--- src/rtl/pipe_stage_buf.sv ---
// DEPTH-entry elastic pipeline stage with valid/ready handshake, synchronous flush and NOP bubbles.
// Optional `PIPE_CUT_THROUGH_EN: an empty buffer forwards in_data to out_data in the same cycle.
module pipe_stage_buf #(
   parameter int unsigned          PAYLOAD_W = 110,
   parameter int unsigned          DEPTH     = 2,
   parameter logic [PAYLOAD_W-1:0] NOP_VALUE = '0
) (
   input  logic                     clk,
   input  logic                     rst,
   input  logic                     flush,
   input  logic                     in_valid,
   output logic                     in_ready,
   input  logic [PAYLOAD_W-1:0]     in_data,
   output logic                     out_valid,
   input  logic                     out_ready,
   output logic [PAYLOAD_W-1:0]     out_data,
   output logic [$clog2(DEPTH):0]   count
);

   localparam int unsigned      PTR_W    = $clog2(DEPTH);
   localparam logic [PTR_W:0]   CNT_FULL = (PTR_W + 1)'(DEPTH);

   logic [PAYLOAD_W-1:0] mem_q [DEPTH];
   logic [PTR_W-1:0]     rd_ptr_q, rd_ptr_d;
   logic [PTR_W-1:0]     wr_ptr_q, wr_ptr_d;
   logic [PTR_W:0]       count_q, count_d;
   logic                 up_q;
   logic                 stored_valid;
   logic                 push, pop;

   // in_ready is held low through reset and rises on the first edge after release.
   always_ff @(posedge clk or negedge rst) begin
      if (!rst) begin
         up_q     <= 1'b0;
         rd_ptr_q <= '0;
         wr_ptr_q <= '0;
         count_q  <= '0;
      end else begin
         up_q     <= 1'b1;
         rd_ptr_q <= rd_ptr_d;
         wr_ptr_q <= wr_ptr_d;
         count_q  <= count_d;
      end
   end

   always_ff @(posedge clk) begin
      if (push) mem_q[wr_ptr_q] <= in_data;
   end

   always_comb begin
      in_ready     = up_q && (count_q != CNT_FULL) && !flush;
      stored_valid = (count_q != '0) && !flush;
      pop          = stored_valid && out_ready;
`ifdef PIPE_CUT_THROUGH_EN
      // Empty buffer forwards the input; a consumed forward bypasses storage entirely.
      out_valid = stored_valid || (up_q && (count_q == '0) && !flush && in_valid);
      out_data  = stored_valid ? mem_q[rd_ptr_q] : (out_valid ? in_data : NOP_VALUE);
      push      = in_valid && in_ready && !(!stored_valid && out_valid && out_ready);
`else
      out_valid = stored_valid;
      out_data  = stored_valid ? mem_q[rd_ptr_q] : NOP_VALUE;
      push      = in_valid && in_ready;
`endif
   end

   always_comb begin
      rd_ptr_d = rd_ptr_q;
      wr_ptr_d = wr_ptr_q;
      count_d  = count_q;
      if (flush) begin
         rd_ptr_d = '0;
         wr_ptr_d = '0;
         count_d  = '0;
      end else begin
         if (push) wr_ptr_d = wr_ptr_q + 1'b1;
         if (pop)  rd_ptr_d = rd_ptr_q + 1'b1;
         case ({push, pop})
            2'b10:   count_d = count_q + 1'b1;
            2'b01:   count_d = count_q - 1'b1;
            default: count_d = count_q;
         endcase
      end
   end

   assign count = count_q;

endmodule

--- config.mk ---
export PLATFORM = sky130hd
export DESIGN_NAME = pipe_stage_buf
export DESIGN_NICKNAME = d
export VERILOG_FILES = /design/src/rtl/pipe_stage_buf.sv
export SDC_FILE = /design/constraint.sdc
export NUM_CORES = 1
export LEC_CHECK = 0
export ABC_AREA = 1
export CAP_MARGIN = 5
export CORE_MARGIN = 8
export CORE_UTILIZATION = 30
export DETAILED_ROUTE_END_ITERATION = 6
export SLEW_MARGIN = 0
export SYNTH_ARGS = -nofsm -noshare
export SYNTH_HDL_FRONTEND = slang
export SYNTH_SLANG_ARGS = --single-unit
--- constraint.sdc ---
create_clock -name clk -period 16.6 [get_ports clk]
set_input_delay 3.32 -clock clk [delete_from_list [all_inputs] [get_ports clk]]
set_output_delay 3.32 -clock clk [all_outputs]
set_load 0.1 [all_outputs]
==> impl_summary.md <==
Timing
The final number of hold-violating endpoints came to 0. Setup repair after global routing left no endpoint under its margin. The worst pin sits at a relative slew slack of 0.301. Across the routed clock network, the largest skew measured is 0.0180 ns. The final critical-path setup slack is 7.34 ns. The slew at the pin closest to its max-slew limit is 1.05 ns. The minimum clock period is 9.26 ns. The setup TNS is 0 ns. Dividing the final minimum period by the clock period gives 0.558. The number of slew-limit violations in the final report came to 0. The maximum achievable frequency is 108 MHz. The count of endpoints failing setup in the final report is 0.

Worst setup path
Counting cells, the worst reg-to-reg path comes to 6. The worst setup path is captured at a primary output. The endpoint required time on the critical path is 13.28 ns.

The worst setup path is of the in2out kind. STA puts the critical path data arrival time at 5.94 ns. In this run the worst path has a maximum fanout of 56. The launching element type of the critical path is an input port. The internal reg-to-reg setup slack is 13.72 ns.

Routing
The average wire length per cell after detail routing is 16.1 µm. The detailed-route DRC error count is 0. The via total after detailed routing is 5276. The count of antenna-violating nets left after detailed routing is 0. The iteration count of the initial detailed-routing pass is 7.

The number of DRC markers in iteration 0 is 177. The total wire length is 20400 µm. Dividing the detail-routed via count by the number of cells gives 4.16.

Clocking
The maximum level of the CTS H-tree is 1. The number of CTS-inserted buffers is 25. The clock passes through at most 3 buffers. After clock tree synthesis, the setup repair step added 0 buffers.

The clock latency on the worst-skew pair is 0.52 ns. TritonCTS built the clock tree. The clock-pin slew of the registers on the worst-case setup and hold paths is 0.06 ns.

After clock tree synthesis, the repair step resized 0 gates. The tree built by TritonCTS fans out to 225 sinks. The CTS root buffer is clkbuf_16. The hold buffer count at CTS is 0.

Synthesis
After synthesis the cells add up to 0.00915 mm². The register area share after synthesis is 0.735. Yosys mapped a number of flops with a built-in enable equal to 220.

The largest area contributor in the netlist is edfxtp_1. In this run, synthesis produced a sequential element count of 225. The average instance in the mapped netlist occupies 14.9 µm². The synthesized netlist cell count is 615. Of the post-synthesis cell area, the dominant cell type holds 0.722. The Yosys step of the flow raised 0 warnings. Counting instances in the post-synthesis netlist gives the leading cell types as edfxtp_1 (220), nand2_1 (123), inv_1 (117). The number of nets handed over by synthesis was 730. The most used flip-flop cell after synthesis is edfxtp_1. In the post-synthesis netlist, the biggest area contributors are edfxtp_1 (72%), mux2_2 (14%), nand2_1 (5.0%). By instance count, the leading cell after synthesis is edfxtp_1. The share of flip-flops with an asynchronous set or reset is 0.0222. The number of distinct library cell variants in the gate-level netlist after synthesis is 16.

Worst hold path
The min-delay analysis places its worst path in the category reg2reg. The cell count of the worst hold path is 2.

GRT
The via count of the first global-routing pass is 5599. The first-pass GRT wire length is 31300 µm. The number of antenna violations at the first check in global routing is 0. After global routing the overflow that remains totals 0. Entering global routing, the biggest net connects 62 pins. For this run, the total global-route usage over all layers was measured as 0.109.

Finish
After the flow finishes, the layout carries non-filler instances totaling 1268. Compared with the post-synthesis result, the final layout area differs by 36.8%. The antenna cell count is 0. The share of final-layout standard cells stronger than drive strength 1 is 0.173. The number of nets in the final layout is 968.

Power and ir drop
Total power for the finished layout comes to 0.00197 W. The worst IR drop on VDD is 192 µV. The leakage dissipation is 4.93 nW. The power density over the cells is 157 mW/mm².

Floorplan
In this run the count of I/O pins placed on the die edge is 229. The die covers 0.0364 mm². The die is 191 µm wide. In this run the standard cell core region covers 0.0303 mm². The number of core rows is 64. The initial utilization of the core area, before any placement, comes to 0.302. Measured along the y axis, the die boundary spans 191 µm.

Placement
The setup slack at placement is 7.28 ns. The count of port buffers added during placement is 228. The half-perimeter wire length of the detailed placement result is 13000 µm. The global placer's final weighted congestion is 0.707. In this run, placement finished with an instance count of 1222.

Run status
The run finished with clean final reports.

Flow run
The tool flagged a number of max-cap violations equal to 0.
[final cells by class]
cell class / count / area, µm²
fillers: 2843 / 17800
flip-flops and latches: 225 / 6740
repair buffers: 235 / 2330
multi-input cells: 249 / 1800
clock buffers: 32 / 652
well taps: 396 / 495
inverters: 117 / 439
clock inverters: 14 / 65.1
[stage by stage]
| step | area [µm²] | util | hold WS, ns |
|---|---|---|---|
| 2_1_floorplan | 9150 | - | 0.522 |
| 3_3_place_gp | 11800 | 0.389 | 0.566 |
| 3_5_place_dp | 11800 | 0.389 | 0.569 |
| 4_1_cts | 12500 | 0.413 | 0.588 |
| 5_1_grt | 12500 | 0.413 | 0.612 |
| 6_report | 12500 | 0.413 | 0.587 |
[logic make-up after synthesis]
logic type,count (synthesis),synth area share
compound gates,2,0.00137
xor+xnor,1,0.000957
buf+inv,141,0.0700
flops,225,0.735
mux,110,0.135
other cells,1,0.000410
simple gates,135,0.0565
[sequential cells by signal, indices dropped and copies added, names as in the netlist]
register / cells
up_q: 1
wr_ptr_q: 1
rd_ptr_q: 1
mem_q: 220
count: 2
[worst max-delay path: stages]
cell and delay [ns]:
clkdlybuf4s50_1 0.51, nor2_4 0.15, buf_4 0.51, nand2_1 0.12, inv_1 0.11, clkdlybuf4s50_1 1.15
[routing by layer]
layer	track usage	routed length [µm]
met5	0	0
met1	0.137	8910
met2	0.174	9430
met3	0.0380	1740
met4	0.0295	351
[power by group]
part	switching, W	leakage, nW	total [W]	internal (W)
registers	0.0000233	2.06	0.000675	0.000652
logic	0.000598	2.52	0.000808	0.000210
clock network	0.000210	0.347	0.000485	0.000276
[path summary, 6_finish.rpt]
check | start | endpoint
worst max-delay path | flush | out_data[105]
worst min-delay path | count[0] | count[0]
worst max register to register | count[0] | mem_q[1][33]
worst min register to register | count[0] | count[0]
max in group asynchronous | rst | rd_ptr_q
min in group asynchronous | rst | count[0]
[layout by cell type, fill, tap and decap left out, drive strengths merged]
cell type,instances
edfxtp,220
o21bai,1
nor3,1
o21ai,1
clkinv,12
nor2,6
buf,7
inv,118
clkinvlp,1
nand3,5
mux2,110
dfrtp,5
clkdlybuf4s50,228
xnor2,1
clkbuf,32
nand2,123
conb,1
Power figures use the tool's default switching activity.
